`config.mk`:
```
export PLATFORM = sky130hd
export DESIGN_NAME = alu_share_ctrl
export DESIGN_NICKNAME = d
export VERILOG_FILES = /design/src/rtl/alu_share_pkg.sv /design/src/rtl/alu_share_arb.sv /design/src/rtl/alu_share_ctrl.sv
export SDC_FILE = /design/constraint.sdc
export NUM_CORES = 1
export LEC_CHECK = 0
export BUFFER_PORTS_ARGS = -buffer_cell sky130_fd_sc_hd__buf_2
export CORE_AREA = 5 5 112 114
export CTS_CLUSTER_DIAMETER = 150
export DETAILED_ROUTE_END_ITERATION = 10
export DIE_AREA = 0 0 117 119
export PLACE_DENSITY = 0.9
export SLEW_MARGIN = 20
export SYNTH_ARGS = -nofsm -noshare
export SYNTH_HDL_FRONTEND = slang
export SYNTH_HIERARCHICAL = 1
export SYNTH_SLANG_ARGS = --single-unit
```
`constraint.sdc`:
```
create_clock -name clk -period 1.45 [get_ports clk]
set_input_delay 0.145 -clock clk [delete_from_list [all_inputs] [get_ports clk]]
set_output_delay 0.145 -clock clk [all_outputs]
set_load 0.01 [all_outputs]
```
`src/rtl/alu_share_pkg.sv`:
```
// Shared constants for the two-requester ALU sharing controller:
// opcode encodings, FSM state encoding and default datapath sizes.
package alu_share_pkg;

  localparam int WIDTH_DEF = 32;
  localparam int OP_W_DEF  = 3;

  localparam logic [2:0] OP_AND = 3'b000;
  localparam logic [2:0] OP_OR  = 3'b001;
  localparam logic [2:0] OP_ADD = 3'b010;
  localparam logic [2:0] OP_SUB = 3'b110;
  localparam logic [2:0] OP_SLT = 3'b111;

  typedef logic [1:0] state_t;

  localparam state_t IDLE = 2'd0;
  localparam state_t EXEC = 2'd1;
  localparam state_t RESP = 2'd2;

endpackage

```
`src/rtl/alu_share_arb.sv`:
```
// Two-way grant selection for the ALU sharing controller.
// Round-robin when ALU_SHARE_RR_EN is defined, fixed priority (req0 first) otherwise.
module alu_share_arb (
  input  logic [1:0] valid,
`ifdef ALU_SHARE_RR_EN
  input  logic       last,
`endif
  output logic [1:0] grant
);

  always_comb begin
    grant = 2'b00;
`ifdef ALU_SHARE_RR_EN
    // On contention favour whichever requester was not served last.
    if (valid == 2'b11) begin
      grant = last ? 2'b01 : 2'b10;
    end else begin
      grant = valid;
    end
`else
    if (valid[0]) begin
      grant = 2'b01;
    end else if (valid[1]) begin
      grant = 2'b10;
    end
`endif
  end

endmodule

```
`src/rtl/alu_share_ctrl.sv`:
```
// Time-shares one external ALU between two requesters (IDLE -> EXEC -> RESP).
// Define ALU_SHARE_RR_EN for round-robin arbitration; default is fixed priority.
module alu_share_ctrl
  import alu_share_pkg::*;
#(
  parameter int WIDTH = WIDTH_DEF,
  parameter int OP_W  = OP_W_DEF
) (
  input  logic             clk,
  input  logic             rst_n,
  input  logic             req0_valid,
  output logic             req0_ready,
  input  logic [OP_W-1:0]  req0_op,
  input  logic [WIDTH-1:0] req0_a,
  input  logic [WIDTH-1:0] req0_b,
  input  logic             req1_valid,
  output logic             req1_ready,
  input  logic [OP_W-1:0]  req1_op,
  input  logic [WIDTH-1:0] req1_a,
  input  logic [WIDTH-1:0] req1_b,
  output logic             rsp0_valid,
  output logic             rsp1_valid,
  input  logic             rsp_ready,
  output logic [WIDTH-1:0] rsp_result,
  output logic             rsp_z,
  output logic             rsp_v,
  output logic             rsp_cout,
  output logic             rsp_err,
  output logic [OP_W-1:0]  alu_op,
  output logic [WIDTH-1:0] alu_i1,
  output logic [WIDTH-1:0] alu_i2,
  input  logic [WIDTH-1:0] alu_out,
  input  logic             alu_z,
  input  logic             alu_v,
  input  logic             alu_cout
);

  state_t           state_reg;
  state_t           state_next;
  logic             gnt_reg;
  logic             err_reg;
  logic [1:0]       grant;
  logic             accept;
  logic [OP_W-1:0]  sel_op;
  logic [WIDTH-1:0] sel_a;
  logic [WIDTH-1:0] sel_b;
  logic             sel_legal;

`ifdef ALU_SHARE_RR_EN
  logic last_reg;

  always_ff @(posedge clk or negedge rst_n) begin
    if (!rst_n) begin
      last_reg <= 1'b1;
    end else if (accept) begin
      last_reg <= grant[1];
    end
  end

  alu_share_arb u_arb (
    .valid ( {req1_valid, req0_valid}),
    .last  (last_reg),
    .grant (grant)
  );
`else
  alu_share_arb u_arb (
    .valid ({req1_valid, req0_valid}),
    .grant (grant)
  );
`endif

  assign req0_ready = (state_reg == IDLE) && grant[0];
  assign req1_ready = (state_reg == IDLE) && grant[1];
  assign accept     = req0_ready || req1_ready;

  assign sel_op = grant[1] ? req1_op : req0_op;
  assign sel_a  = grant[1] ? req1_a  : req0_a;
  assign sel_b  = grant[1] ? req1_b  : req0_b;

  assign sel_legal = (sel_op == OP_W'(OP_AND)) || (sel_op == OP_W'(OP_OR)) ||
                     (sel_op == OP_W'(OP_ADD)) || (sel_op == OP_W'(OP_SUB)) ||
                     (sel_op == OP_W'(OP_SLT));

  assign rsp0_valid = (state_reg == RESP) && !gnt_reg;
  assign rsp1_valid = (state_reg == RESP) &&  gnt_reg;

  always_comb begin
    state_next = state_reg;
    case (state_reg)
      IDLE:    if (accept) state_next = EXEC;
      EXEC:    state_next = RESP;
      RESP:    if (rsp_ready) state_next = IDLE;
      default: state_next = IDLE;
    endcase
  end

  // The alu_* outputs are the latched operands themselves, so they only move on accept.
  always_ff @(posedge clk or negedge rst_n) begin
    if (!rst_n) begin
      state_reg  <= IDLE;
      gnt_reg    <= 1'b0;
      err_reg    <= 1'b0;
      alu_op     <= '0;
      alu_i1     <= '0;
      alu_i2     <= '0;
      rsp_result <= '0;
      rsp_z      <= 1'b0;
      rsp_v      <= 1'b0;
      rsp_cout   <= 1'b0;
      rsp_err    <= 1'b0;
    end else begin
      state_reg <= state_next;
      if (accept) begin
        gnt_reg <= grant[1];
        err_reg <= !sel_legal;
        alu_op  <= sel_legal ? sel_op : OP_W'(OP_AND);
        alu_i1  <= sel_a;
        alu_i2  <= sel_b;
      end
      // Illegal opcodes still run an AND, but its result and flags are suppressed.
      if (state_reg == EXEC) begin
        rsp_result <= err_reg ? '0 : alu_out;
        rsp_z      <= !err_reg && alu_z;
        rsp_v      <= !err_reg && alu_v;
        rsp_cout   <= !err_reg && alu_cout;
        rsp_err    <= err_reg;
      end
    end
  end

endmodule

```
==> run summary, run 1 <==
Area growth, synth to finish: 41.1%
Main synth FF type: dfrtp_1
site row count: 39
crit path time final: 1.41 ns
vias in the first global route: 4608
Seq/Total Area, Yosys: 54.7%
clock sink total: 107
ratio of cells with drive above 1 in the final layout: 43.0%
Clock Path Buffers: 2
Mapped Nets: 650
Worst Hold Slack: 0.0195 ns
CP max FO: 37
via count: 4564
Worst VDD drop: 1.01 mV
Worst Setup SP: state_reg[1]
drt drc: 0
WS Path Type: flip-flop to flip-flop
Detailed Place HPWL: 11000 um
Clk pin slew, worst setup/hold paths: 0.07 ns
initial antenna violation count: 0
Finish-stage setup viols: 0
skew final: 0.00507 ns
Slew Limit Headroom: 66.8%
die span in x: 117 um
core area: 11300 um^2
gpl congestion: 0.780
status: finished clean
CP required: 1.67 ns
Synth warnings: 6
r2r worst-path depth: 4
CP endpoint: err_reg
Final Hold Fails: 0
CTS tree: yes
Synth cell types: 27
crit path DAT: 1.63 ns
Total Routing Usage GR: 19.8%
final slew viol count: 0
P per Cell Area: 1840 nW/um^2
Tcrit/Tclk final: 97.4%
setup total negative slack: 0 ns
flop-to-flop setup slack: 0.04 ns
Avg Inst Size Synth: 10.3 um^2
Root Buffer: clkbuf_16
grt ovf: 0
top achievable clock speed: 708 MHz
FFs w/ async S/R, synth: 100%
TritonCTS Buffers: 9
CP Launch Type: flip-flop
largest net degree at the start of global routing: 62
Vias per Instance: 5.12
antenna diode count: 0
RSZ-0062 raised after global routing: false
worst r2r src: state_reg[1]
Yosys reg bits: 107
Initial Util: 43.2%
TritonRoute pass-1 iters: 4
Final Net Count: 919
WL/cell: 15.9 um
IO buf count: 280
Routed WL: 14200 um
mapped cell area: 4890 um^2
Largest regs: alu_i1 (32), alu_i2 (32), rsp_result (32)
worst-margin pin slew: 0.484 ns
chip height: 119 um
1st-iter DRT viols: 341
Hold Crit Class: primary input to flip-flop
Die Area: 13900 um^2
RR Endpoint: err_reg
wire length of the first global-routing pass: 22300 um
Static Leak: 0.00348 uW
MaxCap Viol Count: 0
htree depth: 3
Worst setup EP type: flip-flop
number of synthesized flops with an enable pin: 0
worst skew pair latency: 0.33 ns
I/O pins: 281
Gate Count Post-Synth: 476
remaining antenna violation count: 0
## final cells by class
class / instances / area, um^2
clock inverters: 5 / 78.8
clock buffers: 10 / 229
fillers: 933 / 4410
repair buffers: 300 / 1690
flip-flops and latches: 107 / 2680
well taps: 143 / 179
multi-input cells: 325 / 2040
inverters: 2 / 7.51
## critical path: stages, from the launching register on
cell and delay [ns]:
dfrtp_1 0.42, or2_2 0.37, buf_12 0.18, a211oi_2 0.23, a2bb2oi_1 0.09
## worst min path at each step
stage,start,endpoint,slack (ns),depth (start not counted)
final,rsp_ready,state_reg[1],0.02,2
after global routing,rsp_ready,state_reg[1],0.02,2
after CTS,rsp_ready,state_reg[1],0.01,2
after detailed placement,rst_n,rsp_result[14],0.16,2
after global placement,rst_n,rsp_result[14],0.15,2
after floorplan,rst_n,alu_i1[0],-0.15,0
## cells in the mapped netlist, types with 2 or more instances
cell      instances  area [um^2]
o21ai_0         162          811
dfrtp_1         107         2680
mux2i_1          66          661
nand2b_1         37          231
nand2_1          35          131
clkbuf_1         29          109
buf_2             6         30.0
buf_4             6         45.0
nor2_1            4         15.0
o21ai_1           4         20.0
and2_1            2         12.5
inv_1             2         7.51
o31ai_1           2         15.0
## where the power goes
part | leakage (uW) | switching (uW) | internal, uW
Clock | 0.000152 | 1040 | 1500
Sequential | 0.00135 | 648 | 4280
Combinational | 0.00198 | 2960 | 2270
Total | 0.00348 | 4650 | 8050
## per-layer routing
layer	track usage, %	up-vias	wire (um)	part of all wire, %
met4	5.45	0	294	2.1
met1	23.6	2122	5420	38
li1	-	2194	-	-
met2	34.9	220	7160	50
met5	0	-	0	0
met3	5.32	28	1350	9.5
## logic make-up (layout without fill, tap and decap cells)
kind of cell | after synthesis | after routing | synth area share [%]
DFF | 107 | 107 | 54.7
xor gates and xnor gates | 1 | 1 | 0.179
muxes | 68 | 68 | 14.0
AOI/OAI and AO/OA | 173 | 173 | 18.1
buffers and inverters | 44 | 317 | 4.14
and+or+nand+nor | 83 | 83 | 8.80
## cell usage in the layout, fill, tap and decap left out, types with 3 or more instances in the layout
cell type,n
buf_4,9
buf_2,279
o21ai_0,157
mux2i_1,66
nor2_1,3
clkbuf_16,9
nand2b_1,36
o21ai_1,9
buf_12,11
nand2_1,35
dfrtp_1,107
## stage by stage
step           util [%]  worst slack, ns  cell area [um^2]  power [uW]  cells
4_1_cts            61.0           0.0126              6910       12900    892
5_1_grt            61.0          0.00240              6910       13600    892
2_1_floorplan         -            0.131              4890        7650    476
6_report           61.0           0.0375              6910       12700    892
3_5_place_dp       58.1          -0.0277              6580       10200    876
3_3_place_gp       58.1           0.0507              6580       10100    876
## what timing repair did
item	in CTS	in global routing
hold endpoints to repair	107	0
setup endpoints to repair	3	5
hold buffers	1	0
resized for setup	3	5
setup buffers	1	0
pin swaps	1	0
No activity file was read; power rests on OpenSTA's default activity.
==> run 2: changes to the inputs <==
ABC_AREA = 1   (was unset)
CORE_AREA = 5 5 110 112   (was 5 5 112 114)
DIE_AREA = 0 0 115 117   (was 0 0 117 119)
GPL_TIMING_DRIVEN = 0   (was unset)
==> run summary, run 2 <==
Worst VDD drop: 0.876 mV
Static Leak: 0.00363 uW
worst r2r src: state_reg[1]
Routed WL: 14700 um
commonest non-fill, non-tap cell in the layout: buf_2
wire length of the first global-routing pass: 22900 um
1st-iter DRT viols: 268
mapped cell area: 4600 um^2
Mapped Nets: 658
RSZ-0062 raised after global routing: true
Largest regs: alu_i1 (32), alu_i2 (32), rsp_result (32)
top achievable clock speed: 714 MHz
P per Cell Area: 1970 nW/um^2
Main synth FF type: dfrtp_1
Synth cell types: 20
ratio of cells with drive above 1 in the final layout: 42.8%
drt drc: 0
most frequent cells in the layout: buf_2 (290), nor2_1 (132), dfrtp_1 (106)
Detailed Place HPWL: 11400 um
die span in x: 115 um
Synth area leader: dfrtp_1
HP Start: rsp_ready
Gate Count Post-Synth: 484
CP max stage delay: 0.42 ns
Clock Path Buffers: 2
FFs w/ async S/R, synth: 100%
WL/cell: 15.8 um
met2 Use GR: 36.5%
final slew viol count: 0
Total Routing Usage GR: 21.5%
Worst Setup Slack, final: 0.0489 ns
Tcrit/Tclk final: 96.6%
Initial Util: 41.4%
number of synthesized flops with an enable pin: 0
TritonCTS Buffers: 9
most common cell in the netlist: nor2_1
top-area cell type share of the netlist area: 58.2%
IO buf count: 280
CP max FO: 3
antenna diode count: 0
Die Area: 13500 um^2
Final Net Count: 954
skew final: 0.0121 ns
status: finished clean
CTS tree: yes
Yosys reg bits: 107
Final Hold Fails: 0
slowest CP cell: dfrtp_1
gpl congestion: 0.836
Finish-stage setup viols: 0
critical-path cell list: nor2_4 > inv_1 > nor2_2 > buf_2
chip height: 117 um
Slew Limit Headroom: 66.6%
Worst setup EP type: output pin
core area: 11100 um^2
dpl ws: -0.205 ns
I/O pins: 281
remaining antenna violation count: 0
M1 GR Usage: 27.1%
Clk pin slew, worst setup/hold paths: 0.07 ns
CP Launch Type: flip-flop
Worst Setup SP: state_reg[1]
crit path time final: 1.40 ns
htree depth: 3
most frequent cells after synthesis: nor2_1 (134), dfrtp_1 (107), nand2_1 (85)
via count: 4614
worst-margin pin slew: 0.501 ns
Synth warnings: 6
Vias per Instance: 4.97
worst skew pair latency: 0.34 ns
Seq/Total Area, Yosys: 58.2%
worst path bufs/invs: 2
gr busiest metal: met2
largest net degree at the start of global routing: 55
Top delay family on crit path: flip-flops
Hold Crit Class: primary input to flip-flop
TritonRoute pass-1 iters: 4
site row count: 39
initial antenna violation count: 0
final instance area: 6590 um^2
Root Buffer: clkbuf_16
Area growth, synth to finish: 43.1%
vias in the first global route: 4703
grt ovf: 0
met3 Use GR: 4.99%
Avg Inst Size Synth: 9.51 um^2
MaxCap Viol Count: 0
clock sink total: 107
crit path DAT: 1.26 ns
Area contributors post-synth: dfrtp_1 (58%), nor2_1 (11%), o31ai_1 (10%)
CP required: 1.31 ns
WS Path Type: flip-flop to output pin
dpl cell area: 6220 um^2
==> run 2: cell count changes in the layout (fill, tap and decap cells not counted), sizes merged, moves of 11 or more <==
cell	before	now
nand2	35	86
nor2	5	136
nand2b	37	0
a22o	0	35
o31ai	2	64
inv	2	13
mux2i	66	0
o21ai	167	3
clkbuf	10	25
==> run 2: timing repair <==
item                                    in CTS  in global routing
buffers inserted                             0                  3
endpoints found under the setup margin      55                 65
cloned                                       0                  0
gates resized for setup                      3                 17
hold endpoints to repair                    53                  0
pin swaps                                    0                  1
hold buffers                                 1                  0
==> run 2: through the flow <==
| stage | hold WS (ns) | setup TNS [ns] | cells | utilization, % | total power (uW) |
|---|---|---|---|---|---|
| after floorplan | -0.151 | 0 | 484 | - | 8010 |
| after global placement | 0.361 | -105.37 | 907 | 55.6 | 10300 |
| after detailed placement | 0.127 | -8.11 | 908 | 55.9 | 10500 |
| after CTS | 0.00701 | 0 | 925 | 58.8 | 13000 |
| after global routing | 0.00587 | -0.0326 | 928 | 59.2 | 13900 |
| final | 0.0223 | 0 | 928 | 59.2 | 13000 |
==> run 2: layout make-up <==
type / count / area (um^2)
Buffer: 36 / 214
Multi-Input combinational cell: 330 / 1700
Timing Repair Buffer: 285 / 1470
Tap cell: 143 / 179
Inverter: 11 / 41.3
Fill cell: 982 / 4540
Clock inverter: 5 / 60.1
Clock buffer: 11 / 243
Sequential cell: 107 / 2680
==> run 2: logic make-up after synthesis <==
logic type             count (synthesis)  share of synthesized area [%]
DFF                                  107                           58.2
and+or+nand+nor                      225                           18.7
AOI/OAI and AO/OA                    105                           18.0
buffers and inverters                 47                           5.08
==> run 2: final timing paths <==
path                            slack [ns]  depth (start not counted)             end
max in group asynchronous             0.51                          3      alu_i2[18]
worst min-delay path                  0.02                          2    state_reg[1]
worst max-delay path                  0.05                          4      req0_ready
worst min register to register        0.48                          2      alu_i2[12]
worst max register to register        0.08                          5   rsp_result[9]
min in group asynchronous             0.32                          2  rsp_result[28]
==> run 2: where the power goes <==
group          switching [uW]  internal, uW  total, uW
Combinational            3020          2340       5370
Clock                    1090          1400       2490
Sequential                759          4370       5130
Total                    4870          8110      13000
==> run 2: metal layers <==
| layer | wire [um] | vias up |
|---|---|---|
| li1 | - | 2233 |
| met1 | 5720 | 2129 |
| met2 | 7380 | 221 |
| met3 | 1290 | 31 |
| met4 | 311 | 0 |
| met5 | 0 | - |
